**src/rtl/hex_seq_pkg.sv**
```systemverilog
// Shared state encoding, counter width and dwell compare selection for the
// hex digit sequencer.
package hex_seq_pkg;

   localparam int CNT_W = 24;

   typedef enum logic [1:0] {
      IDLE,
      SHOW,
      GAP
   } state_t;

   // A zero configuration falls back to the build-time default dwell.
   function automatic logic [CNT_W-1:0] select_cmp(
      input logic [7:0]       cfg,
      input logic [CNT_W-1:0] dflt
   );
      return (cfg == 8'd0) ? dflt : {6'b0, cfg, 10'b0};
   endfunction

endpackage

```
**src/rtl/dwell_timer.sv**
```systemverilog
// Dwell counter: counts 0..cmp and pulses expire for the cycle it sits at cmp,
// returning to zero on the following cycle.
module dwell_timer
   import hex_seq_pkg::*;
(
   input  logic             clk,
   input  logic             reset,
   input  logic             clear,
   input  logic [CNT_W-1:0] cmp,
   output logic             expire
);

   logic [CNT_W-1:0] count;

   assign expire = (count == cmp);

   always_ff @(posedge clk) begin
      if (reset || clear || expire)
         count <= '0;
      else
         count <= count + CNT_W'(1);
   end

endmodule

```
**src/rtl/hex_digit_sequencer.sv**
```systemverilog
// Shows a 16-bit result one hex nibble at a time, MSB first, with a blank gap
// between words. Define HEXSEQ_LOOP_EN to repeat the word instead of gapping.
module hex_digit_sequencer
   import hex_seq_pkg::*;
#(
   parameter logic [CNT_W-1:0] DWELL_COUNT = 24'd10_000_000,
   parameter int               NUM_DIGITS  = 4
) (
   input  logic                          clk,
   input  logic                          reset,
   input  logic [4*NUM_DIGITS-1:0]       data_in,
   input  logic                          data_valid,
   output logic                          data_ready,
   input  logic [7:0]                    dwell_cfg,
   output logic [3:0]                    digit,
   output logic [$clog2(NUM_DIGITS)-1:0] digit_idx,
   output logic                          blank,
   output logic                          busy,
   output logic                          done
);

   localparam int              IDX_W    = $clog2(NUM_DIGITS);
   localparam logic [IDX_W-1:0] LAST_IDX = IDX_W'(NUM_DIGITS - 1);

   state_t                  state_q, state_d;
   logic [4*NUM_DIGITS-1:0] word_q;
   logic [CNT_W-1:0]        cmp_q;
   logic [IDX_W-1:0]        idx_q;
   logic                    expire;
   logic                    last_nibble;
   logic                    transfer;
   logic                    timer_clear;

   assign last_nibble = (state_q == SHOW) && (idx_q == LAST_IDX) && expire;
   assign transfer    = data_valid && data_ready;
   assign timer_clear = transfer || (state_q == IDLE);
   assign digit_idx   = idx_q;

   dwell_timer u_dwell_timer (
      .clk    (clk),
      .reset  (reset),
      .clear  (timer_clear),
      .cmp    (cmp_q),
      .expire (expire)
   );

   always_ff @(posedge clk) begin
      if (reset)
         state_q <= IDLE;
      else
         state_q <= state_d;
   end

   always_comb begin
      state_d = state_q;
      case (state_q)
         IDLE:    if (transfer) state_d = SHOW;
`ifdef HEXSEQ_LOOP_EN
         SHOW:    state_d = SHOW;
`else
         SHOW:    if (last_nibble) state_d = GAP;
`endif
         GAP:     if (expire) state_d = IDLE;
         default: state_d = IDLE;
      endcase
   end

   // Word and dwell are latched once per transfer so later input changes are ignored.
   always_ff @(posedge clk) begin
      if (reset) begin
         word_q <= '0;
         cmp_q  <= '0;
         idx_q  <= '0;
      end else if (transfer) begin
         word_q <= data_in;
         cmp_q  <= select_cmp(dwell_cfg, DWELL_COUNT);
         idx_q  <= '0;
      end else if (state_q == SHOW && expire) begin
         idx_q  <= (idx_q == LAST_IDX) ? '0 : idx_q + IDX_W'(1);
      end
   end

   always_comb begin
      data_ready = 1'b0;
      blank      = 1'b1;
      busy       = 1'b0;
      done       = 1'b0;
      digit      = '0;
      case (state_q)
         IDLE: data_ready = 1'b1;
         SHOW: begin
            blank = 1'b0;
            busy  = 1'b1;
            done  = last_nibble;
`ifdef HEXSEQ_LOOP_EN
            data_ready = last_nibble;
`else
            data_ready = 1'b0;
`endif
            for (int i = 0; i < NUM_DIGITS; i++) begin
               if (idx_q == IDX_W'(i))
                  digit = word_q[4*(NUM_DIGITS-1-i) +: 4];
            end
         end
         GAP:     busy = 1'b1;
         default: ;
      endcase
   end

endmodule

```
**config.mk**
```make
export PLATFORM = sky130hd
export DESIGN_NAME = hex_digit_sequencer
export DESIGN_NICKNAME = d
export VERILOG_FILES = /design/src/rtl/hex_seq_pkg.sv /design/src/rtl/dwell_timer.sv /design/src/rtl/hex_digit_sequencer.sv
export SDC_FILE = /design/constraint.sdc
export NUM_CORES = 1
export LEC_CHECK = 0
export CAP_MARGIN = 10
export CORE_UTILIZATION = 58
export CTS_BUF_LIST = sky130_fd_sc_hd__clkbuf_16
export DETAILED_ROUTE_END_ITERATION = 16
export PLACE_DENSITY_LB_ADDON = 0.3
export SETUP_SLACK_MARGIN = 0.3
export SLEW_MARGIN = 20
export SYNTH_ARGS = -nofsm -noshare
export SYNTH_HDL_FRONTEND = slang
export SYNTH_HIERARCHICAL = 1
export SYNTH_SLANG_ARGS = --single-unit
export TNS_END_PERCENT = 20
```
**constraint.sdc**
```tcl
create_clock -name clk -period 4.3 [get_ports clk]
set_clock_uncertainty 0.2 [all_clocks]
set_input_delay 0.645 -clock clk [delete_from_list [all_inputs] [get_ports clk]]
set_output_delay 0.645 -clock clk [all_outputs]
set_load 0.02 [all_outputs]
```
==> run summary <==
Outcome = finished clean
First-pass GRT wire length = 10600 um
Synth warn = 6
Leak pwr = 1.27 nW
Fill count = 330
Die area = 0.00500 mm2
CP cell instances = xor2_1 > nor4_1 > nand4_1 > nor4_1 > and3_1 > clkdlybuf4s50_1
PD cells = 425 mW/mm2
Hold path depth = 2
CP endpoint kind = output pin
DIE HEIGHT = 70.7 um
Critical Path Start Type = register
Vias in the first global route = 2305
DRT Wirelength = 6080 um
Critical path's largest stage delay = 600 ps
Via count = 2308
Antenna violations before repair = 0
Top cell type by total area after synthesis = dfxtp_1
Routability congestion estimate = 0.891
Worst R2R Start = cmp_q[20]
Crit path buffers/inverters = 1
Via density = 5.52
Slew @ Worst Pin = 823 ps
Row cnt = 24
Share of cells above drive strength 1 = 4.64%
Avg Inst Size Synth = 8.43 um2
WP data required = 3450 ps
Flops & latches, synth = 53
Core box area = 0.00444 mm2
Top post-synthesis cells by area = dfxtp_1 (39%), xor2_1 (11%), nand2_1 (7.7%)
Relative slew slack = 45.0%
Mapped Area = 0.00274 mm2
Setup slack, reg-to-reg = 1820 ps
All-Layer GR Usage = 27.2%
Die Wd = 70.7 um
Final WS setup = 681 ps
Gr ovfl total = 0
Achievable Freq = 0.276 GHz
Register area share after synthesis = 38.7%
Top cell type's share of synthesized area = 38.7%
Wirelength per Cell = 14.5 um
Final setup TNS = 0 ps
Iteration count of the initial detailed-routing pass = 4
CP max-delay cell = clkdlybuf4s50_1
Most frequent cell on the critical path = nor4_1
CTS H-tree depth = 2
Clock sink count = 53
Worst slack at placement = 1030 ps
I/O pins = 37
Ant. Diodes = 0
Final Util = 73.8%
Cells on worst reg2reg path = 7
CTS buffer count = 5
VDD IR-drop max = 0.000346 V
RSZ-0062 raised after global routing = no
Post-synthesis cell type count = 32
CP Max Fanout = 6
Final Max Slew Viols = 0
TritonCTS clock tree = done
Post_cts resized = 0
Hold Crit Class = register to register
DRC viols = 0
Setup CP Type = register to output pin
Area Growth Syn to Fin = 19.7%
Dpl hpwl = 4340 um
Max-cap viol count = 0
Hold Path End = word_q[0]
CTS hold repair buffers = 0
Initial Utilization = 61.7%
CP Data Arrival Time = 2770 ps
Antenna Violating Nets Remaining = 0
Post-layout min period = 3620 ps
Post-CTS Setup Bufs = 0
Largest net degree at the start of global routing = 33
Crit path max-delay family = simple AND/OR/NAND/NOR gates
Min-delay src = word_q[0]
Hold Fails Final Rpt = 0
Tcrit/Tclk final = 84.2%
Worst R2R End = state_q[0]
I/O Buffers = 36
Total Nets Final = 402
Clk pin slew, worst setup/hold paths = 70 ps
# setup viols final = 0
Clock latency on the worst-skew pair = 300 ps
Initial DRC Count = 165
Clk buf depth = 2
Clk root buf = clkbuf_16
Synth Instances = 325
[power breakdown]
group	internal, W	switching (W)	total, W
registers	0.000542	0.0000370	0.000579
clock network	0.000274	0.000177	0.000451
logic	0.000152	0.000213	0.000366
total	0.000968	0.000427	0.00140
[through the flow]
step	cell area, um2	hold WS [ps]	cells	power (W)
2_1_floorplan	2780	236	335	0.000855
3_3_place_gp	3110	245	410	0.000946
3_5_place_dp	3110	252	410	0.000953
4_1_cts	3280	261	418	0.00140
5_1_grt	3280	275	418	0.00148
6_report	3280	260	418	0.00140
[layout make-up]
cell class | instances | area (um2) | share of cell area, %
inverter | 11 | 41.3 | 1.26
clock inverter | 3 | 42.5 | 1.30
sequential | 53 | 1060 | 32.3
multi-input combinational | 255 | 1560 | 47.6
clock buffer | 5 | 125 | 3.81
timing repair buffer | 39 | 383 | 11.7
tap | 52 | 65.1 | 1.98
[cell usage after synthesis]
cell	count
a211oi_1	3
a21oi_1	30
a32o_1	4
and2_1	3
and3_1	5
and3_4	1
and4_1	2
and4_2	1
buf_2	9
buf_4	1
buf_6	5
clkbuf_1	1
conb_1	1
dfxtp_1	53
ha_1	10
inv_1	11
mux2i_1	4
nand2_1	56
nand2_2	1
nand2b_1	5
nand2b_2	1
nand3_1	11
nand4_1	10
nor2_1	33
nor3_1	5
nor4_1	5
nor4_4	2
o21ai_0	4
o21bai_1	1
o41ai_4	1
xnor2_1	13
xor2_1	33
[logic make-up (layout without fill, tap and decap cells)]
| logic type | after synthesis | count (layout) | synth area share [%] |
|---|---|---|---|
| other cells | 1 | 11 | 0.137 |
| buf+inv | 27 | 58 | 5.62 |
| xor+xnor | 46 | 46 | 14.7 |
| flops | 53 | 53 | 38.7 |
| mux | 4 | 4 | 1.46 |
| simple gates | 141 | 141 | 25.0 |
| fa+ha+maj | 10 | 10 | 4.57 |
| compound gates | 43 | 43 | 9.77 |
[worst max path at each step]
stage	end	start	slack [ps]	cells past startpoint
6_report	done	cmp_q[20]	680	6
2_1_floorplan	done	cmp_q[20]	1830	5
3_3_place_gp	done	cmp_q[20]	1130	6
5_1_grt	done	cmp_q[20]	550	6
3_5_place_dp	done	cmp_q[20]	1030	6
4_1_cts	done	cmp_q[20]	700	6
[state kept, by name (all words and copies together) (netlist names)]
| name | cells |
|---|---|
| digit_idx | 2 |
| cmp_q | 9 |
| word_q | 16 |
| state_q | 2 |
| u_dwell_timer/count | 24 |
[tightest hold or removal path, delay by kind of cell (launching register included)]
family	cells	cell delay (ps)
flops	1	310
simple gates	1	50
compound gates	1	50
[metal layers]
| layer | vias to the layer above | global-route usage (%) | wire [um] | part of all wire, % |
|---|---|---|---|---|
| met5 | - | 0 | 0 | 0 |
| met4 | 0 | 12.2 | 181 | 3.0 |
| met1 | 1079 | 32.5 | 2510 | 41 |
| met3 | 19 | 6.84 | 340 | 5.6 |
| met2 | 65 | 46.3 | 3050 | 50 |
| li1 | 1145 | - | - | - |
[cells in the final DEF, fill, tap and decap left out, types with 2 or more instances in the layout]
cell,n
xnor2_1,13
and3_1,5
a211oi_1,3
nand2b_1,5
nor2_1,33
nand2_1,56
dfxtp_1,53
inv_1,12
mux2i_1,4
nand4_1,10
o21ai_0,4
nor3_1,5
nand3_1,11
a21oi_1,30
clkbuf_16,5
ha_1,10
and4_1,2
and2_1,3
conb_1,11
buf_4,3
a32o_1,4
nor4_4,2
clkdlybuf4s50_1,36
xor2_1,33
nor4_1,5
(Power assumes the default switching activity.)
